==> config.mk <==
export PLATFORM = sky130hd
export DESIGN_NAME = cam_capture
export DESIGN_NICKNAME = d
export VERILOG_FILES = /design/src/rtl/cam_capture_pkg.sv /design/src/rtl/cam_capture_rgb565_to_444.sv /design/src/rtl/cam_capture.sv
export SDC_FILE = /design/constraint.sdc
export NUM_CORES = 1
export LEC_CHECK = 0
export ABC_AREA = 1
export CAP_MARGIN = 30
export CORE_MARGIN = 1
export CORE_UTILIZATION = 45
export CTS_BUF_LIST = sky130_fd_sc_hd__clkbuf_16
export DETAILED_ROUTE_END_ITERATION = 8
export PLACE_DENSITY_LB_ADDON = 0.08
export SLEW_MARGIN = 5
export SYNTH_ARGS = -nofsm -noshare
export SYNTH_HDL_FRONTEND = slang
export SYNTH_HIERARCHICAL = 1
export SYNTH_SLANG_ARGS = --single-unit
==> constraint.sdc <==
create_clock -name clk -period 1.42 [get_ports clk]
set_input_delay 0.142 -clock clk [delete_from_list [all_inputs] [get_ports clk]]
set_output_delay 0.142 -clock clk [all_outputs]
set_load 0.05 [all_outputs]
==> src/rtl/cam_capture_pkg.sv <==
// Shared frame geometry and RGB444 layout for the camera capture path,
// the frame buffer's reserved-black address and the VGA read side.
package cam_capture_pkg;

  localparam int FRAME_W    = 160;
  localparam int FRAME_H    = 120;
  localparam int FRAME_NPIX = FRAME_W * FRAME_H;

  // RGB444 word layout: R in the top nibble, B in the bottom nibble
  localparam int RGB_DW    = 12;
  localparam int RGB_R_MSB = 11;
  localparam int RGB_R_LSB = 8;
  localparam int RGB_G_MSB = 7;
  localparam int RGB_G_LSB = 4;
  localparam int RGB_B_MSB = 3;
  localparam int RGB_B_LSB = 0;

  typedef enum logic [2:0] {
    ST_IDLE,
    ST_WAIT_VS,
    ST_VS_HIGH,
    ST_BYTE_HI,
    ST_BYTE_LO
  } cap_state_t;

endpackage

==> src/rtl/cam_capture_rgb565_to_444.sv <==
// Packs one RGB565 pixel, delivered as two camera bytes, into RGB444 by
// keeping the top four bits of each colour channel.
module rgb565_to_444
  import cam_capture_pkg::*;
(
  input  logic [7:0]        i_hi,
  input  logic [7:0]        i_lo,
  output logic [RGB_DW-1:0] o_pix
);

  // Low-order colour bits are dropped on purpose; gathered here so the
  // truncation is visible rather than silently ignored.
  logic w_unused;
  assign w_unused = ^{i_hi[3], i_lo[6:5], i_lo[0]};

  // hi = RRRRRGGG, lo = GGGBBBBB; take R[4:1], G[5:2], B[4:1]
  always_comb begin
    o_pix = '0;
    o_pix[RGB_R_MSB:RGB_R_LSB] = i_hi[7:4];
    o_pix[RGB_G_MSB:RGB_G_LSB] = {i_hi[2:0], i_lo[7]};
    o_pix[RGB_B_MSB:RGB_B_LSB] = i_lo[4:1];
  end

endmodule

==> src/rtl/cam_capture.sv <==
// OV7670 capture stage: frames the 8-bit pixel bus with VSYNC/HREF,
// packs byte pairs into RGB444 and writes them linearly into the frame
// buffer, never touching the reserved address NPIX.
module cam_capture
  import cam_capture_pkg::*;
#(
  parameter int AW   = 15,
  parameter int DW   = RGB_DW,
  parameter int NPIX = FRAME_NPIX
) (
  input  logic          clk,
  input  logic          rst_n,
  input  logic          vsync,
  input  logic          href,
  input  logic [7:0]    px_data,
  input  logic          capture_en,
  output logic [AW-1:0] addr_in,
  output logic [DW-1:0] data_in,
  output logic          regwrite,
  output logic          frame_done,
  output logic          busy,
  output logic          err_odd,
  output logic          err_ovf
);

  localparam logic [AW-1:0] LP_ADDR_LIMIT = AW'(NPIX);

  cap_state_t      r_state;
  logic [7:0]      r_hi;
  logic [AW-1:0]   r_addr;
  logic [DW-1:0]   r_data;
  logic            r_regwrite;
  logic            r_frame_done;
  logic            r_err_odd;
  logic            r_err_ovf;

  logic [RGB_DW-1:0] w_pix;
  logic              w_at_limit;

  rgb565_to_444 u_pack (
    .i_hi  (r_hi),
    .i_lo  (px_data),
    .o_pix (w_pix)
  );

  assign w_at_limit = (r_addr == LP_ADDR_LIMIT);

  assign addr_in    = r_addr;
  assign data_in    = r_data;
  assign regwrite   = r_regwrite;
  assign frame_done = r_frame_done;
  assign busy       = (r_state != ST_IDLE);
  assign err_odd    = r_err_odd;
  assign err_ovf    = r_err_ovf;

  // Framing FSM with the address counter, write strobe and sticky error flags
  always_ff @(posedge clk or negedge rst_n) begin
    if (!rst_n) begin
      r_state      <= ST_IDLE;
      r_hi         <= '0;
      r_addr       <= '0;
      r_data       <= '0;
      r_regwrite   <= 1'b0;
      r_frame_done <= 1'b0;
      r_err_odd    <= 1'b0;
      r_err_ovf    <= 1'b0;
    end else begin
      r_regwrite   <= 1'b0;
      r_frame_done <= 1'b0;

      // The address advances the cycle after each write pulse, so the
      // buffer sees the write at the address it was issued for.
      if (r_regwrite) begin
        r_addr <= r_addr + 1'b1;
      end

      case (r_state)
        ST_IDLE: begin
          if (capture_en) begin
            r_err_odd <= 1'b0;
            r_err_ovf <= 1'b0;
            r_state   <= ST_WAIT_VS;
          end
        end

        ST_WAIT_VS: begin
          if (vsync) begin
            r_state <= ST_VS_HIGH;
          end
        end

        ST_VS_HIGH: begin
          if (!vsync) begin
            r_addr  <= '0;
            r_state <= ST_BYTE_HI;
          end
        end

        ST_BYTE_HI: begin
          if (vsync) begin
            r_frame_done <= 1'b1;
            r_state      <= capture_en ? ST_VS_HIGH : ST_IDLE;
          end else if (href) begin
            r_hi    <= px_data;
            r_state <= ST_BYTE_LO;
          end
        end

        ST_BYTE_LO: begin
          if (vsync) begin
            r_err_odd    <= 1'b1;
            r_frame_done <= 1'b1;
            r_state      <= capture_en ? ST_VS_HIGH : ST_IDLE;
          end else if (href) begin
            if (w_at_limit) begin
              r_err_ovf <= 1'b1;
            end else begin
              r_regwrite <= 1'b1;
              r_data     <= w_pix;
            end
            r_state <= ST_BYTE_HI;
          end else begin
            r_err_odd <= 1'b1;
            r_state   <= ST_BYTE_HI;
          end
        end

        default: begin
          r_state <= ST_IDLE;
        end
      endcase
    end
  end

endmodule
After elaboration in Yosys (flattened, before gate mapping):

Index checks and enable logic that the tools add are counted.

* shift-type cells: 0
* multiplexer cells: 25
* equality and inequality tests: 13
* reduce and logical (&&, ||, !) cells: 9
* divide/modulo/power cells: 0
* multiply operators: 0
* bitwise logic cells: 2
* add/sub/neg operators: 1
* order comparisons: 0

Operator list (number)
* 2-to-1 mux 15 bit: 3
* adder 15 x 1 -> 15 bit (second input constant): 1
* == test 15 bit (second input constant): 1
* 2-to-1 mux 3 bit: 5
* case mux 3 bit (5 select lines): 1
* 2-to-1 mux 1 bit: 12
* inequality test 2 bit (second input constant): 6
* AND reduction 4 bit: 2
* == test 3 x 2 -> 1 bit (second input constant): 2
* inequality test 3 bit (second input constant): 2
* AND reduction 3 bit: 2
* AND reduction 5 bit: 1
* 2-to-1 mux 2 bit: 2
* case mux 1 bit (2 select lines): 2
* == test 3 x 1 -> 1 bit (second input constant): 1
* == test 3 bit (second input constant): 1
* logical NOT 3 bit: 1
* nonzero test 3 bit: 1
* NOT 1 bit: 2
* nonzero test 2 bit: 1
* OR reduction 2 bit: 1

* output and inout port bits: 32
* bits in read-only memories: 0
* logic and storage cells: 58
* RAM bits: 0
* register bits: 42
* input port bits: 13
* bits in latches: 0
* memories kept: 0

Longest topological paths before layout:

* word-level depth: 5
* depth in mapped cells: 9
* mapped depth without buffers: 8

By module:

Netlist, hierarchy kept.

By module, submodules not included
* cam_capture: cells each 256, times used 1, area an instance 2069.5 µm², sequential area each 1051.0 µm²
* rgb565_to_444: cells each 12, times used 1, area an instance 90.1 µm², sequential area each 0.0 µm²

Worst setup path before layout:

No wires, ideal clock.

* kind: register to register
* start: reg r_addr[1], in the netlist addr_in[1]
* end: reg r_addr[8], in the netlist addr_in[8]
* path slack: -0.237 ns
* library setup time: 0.120 ns
* clock period less this slack: 1.657 ns
* stages on the path, launching flop included: 7
* required time: 1.300 ns
* buffers on the path: 0
* arrival time: 1.537 ns
* cell sequence: dfrtp_1 > ha_1 > nand3_1 > nor2_4 > nand2_1 > o21ai_1 > nor2_1

* cells in the longest elaborated chain, start to end: 4

RTL lines
* start: declaration: RTL line cam_capture.sv:30 `logic [AW-1:0] r_addr;`
* start signal: assignment: RTL line cam_capture.sv:74 `r_addr <= r_addr + 1'b1;`
* adder 15 x 1 -> 15 bit (*): RTL line cam_capture.sv:74
* 2-to-1 mux 15 bit (*): RTL line cam_capture.sv:73 `if (r_regwrite) begin`
* 2-to-1 mux 15 bit: RTL line cam_capture.sv:93 `if (!vsync) begin`
* 2-to-1 mux 15 bit (*): RTL line cam_capture.sv:77 `case (r_state)`

Every way passes the cells marked *; elsewhere a longest branch is shown, timed or not.
A chain may end at the register's enable or synchronous reset.

Worst setup path in the final report:

* start: reg r_addr[0], in the netlist addr_in[0]
* end: reg r_data[5], in the netlist data_in[5]

* cells in the longest elaborated chain, start to end: 3

RTL lines
* == test 15 bit: RTL line cam_capture.sv:46 `assign w_at_limit = (r_addr == LP_ADDR_LIMIT);`
* NOT 1 bit (no source line)
* AND reduction 4 bit (no source line)
* end signal: assignment: RTL line cam_capture.sv:119 `r_data <= w_pix;`
* end: declaration: RTL line cam_capture.sv:31 `logic [DW-1:0] r_data;`

No other way between the ends.

==> impl_metrics.tcl <==
set metrics [dict create \
    die_x_um 70.69 \
    first_global_vias 1861 \
    busiest_layer "met2" \
    rsz0062_at_grt "yes" \
    avgSynthCellArea_um2 8.043 \
    insertion_delay_ns 0.28 \
    pwr-share-clk 0.224 \
    initial_core_util 0.4778 \
    grtUsageMet3 0.05128 \
    die_area_mm2 0.004997 \
    path_max_fanout 12 \
    tns_ns 0 \
    drt-total-wl_um 4804 \
    layout_common_cells "79 x nand2_1, 37 x buf_4, 28 x dfrtp_1" \
    nNetsFinal 339 \
    power_switching_uw 1872 \
    p_comb_frac 0.415 \
    dpl.hpwl_um 3490 \
    synthCells 264 \
    ant_nets 0 \
    critical_path_arrival_ns 1.52 \
    fmax_mhz 737.7 \
    gp_congestion 0.8067 \
    slew_headroom 0.6553 \
    netlist_area_mm2 0.002123 \
    pwr-share-seq 0.361 \
    hp-class "input port to flip-flop" \
    yosysWarnings 6 \
    final.period_utilization 0.9547 \
    setup_viol 0 \
    hold_ws_ns 0.3976 \
    numPortBuffers 44 \
    min_period_ns 1.356 \
    drive_above_1_share 0.3292 \
    p_leak_uw 0.001551 \
    ir_drop_mv 0.9252 \
    cts_num_sinks 41 \
    drc 6 \
    use_met1 0.2430 \
    crit_required_ns 1.59 \
    antenna_cells 0 \
    grt.total_usage 0.2107 \
    cts-buffers-inserted 5 \
    max_cap_viol_count 0 \
    final_common_cell "nand2_1" \
    internal_power_uw 2827 \
    report.power.total_uw 4699 \
    die_h_um 70.69 \
    slew_violations 0 \
    num_io_pins 45 \
    htree_levels 2 \
    failed_checks "DRC" \
    crit_path_end_kind "flip-flop" \
    clockRootBuffer "clkbuf_16" \
    cts_tree "done" \
    vias 1888 \
    drt_iter0_drc 115 \
    grt_overflow_total 0 \
    grtUsageMet2 0.3729 \
    drtPass1Iterations 6 \
    p_per_area_mw_per_mm2 1533 \
    cts_buffer_depth 2 \
    fin_util 0.6898 \
    criticalPathCategory "flip-flop to flip-flop" \
    vias_per_cell 5.008 \
    grt_max_degree 42 \
    clk_pin_slew_ns 0.06 \
    synthesis.nets 279 \
    detail_route.wl_per_cell_um 12.74 \
    setup.worst_path.start_class "flip-flop" \
    area_growth_pct 44.37 \
    finalHoldViolations 0 \
    grt_pass1_wl_um 8217 \
    rows 24 \
    antenna_found_initial 0 \
    core-area_mm2 0.004444 \
    status "finished, violations left" \
    finalClockSkew_ns 0.007239 \
    worst_pin_slew_ns 0.5171 \
    swShare 0.3983 \
]
## critical path: stages (launching register included)
cell	delay (ns)
dfrtp_2	0.45
inv_2	0.09
ha_4	0.14
nand3_4	0.07
nor2_4	0.13
nand2_4	0.08
buf_12	0.16
nand3_1	0.07
nand2_1	0.06
## metal layers
metal,vias up,part of all wire,wire length [um]
met4,0,0.014,68
met1,887,0.41,1949
met5,-,0,0
li1,941,-,-
met2,54,0.53,2566
met3,6,0.046,219
## sequential cells by signal, summed over array words and instances (netlist names)
register / count
frame_done: 1
regwrite: 1
r_state: 3
r_hi: 7
err_odd: 1
err_ovf: 1
addr_in: 15
data_in: 12
## final cells by class
cell class                 instances  area, um^2
tap                               52       65.06
clock inverter                     3       15.01
fill                             347        1379
inverter                          31       118.9
clock buffer                       5       125.1
timing repair buffer              68       763.2
multi-input combinational        177       935.9
sequential                        41        1042
## power groups by stage
stage               combinational (uW)  sequential, uW  clock [uW]
detailed placement                1870            1720           0
global route                      2110            1740        1120
global placement                  1840            1710           0
finish                            1950            1700        1050
CTS                               1890            1700        1090
floorplan                          778            2220           0
## metrics by stage
stage	instance area (um^2)	instances	worst slack, ns
global placement	2828	362	0.04347
finish	3065	377	0.06437
global route	3065	377	-0.008173
CTS	2978	371	0.01297
detailed placement	2828	362	0.01488
floorplan	2178	264	-0.005699
## worst paths after layout
kind	startpoint	slack, ns	to	cells after the start
worst min-delay path	px_data[6]	0.40	r_hi[6]	3
worst max register to register	addr_in[0]	0.06	data_in[5]	8
max in group asynchronous	rst_n	0.58	addr_in[10]	3
worst max-delay path	addr_in[0]	0.06	data_in[5]	8
worst min register to register	data_in[0]	0.47	data_in[0]	2
min in group asynchronous	rst_n	0.46	addr_in[13]	3
## what timing repair did
action	CTS	global route
hold buffers	1	0
endpoints found under the hold margin	41	0
resized for setup	0	9
setup endpoints to repair	0	18
buffers inserted	0	6
Note: power is estimated with default switching activity, not from simulation.
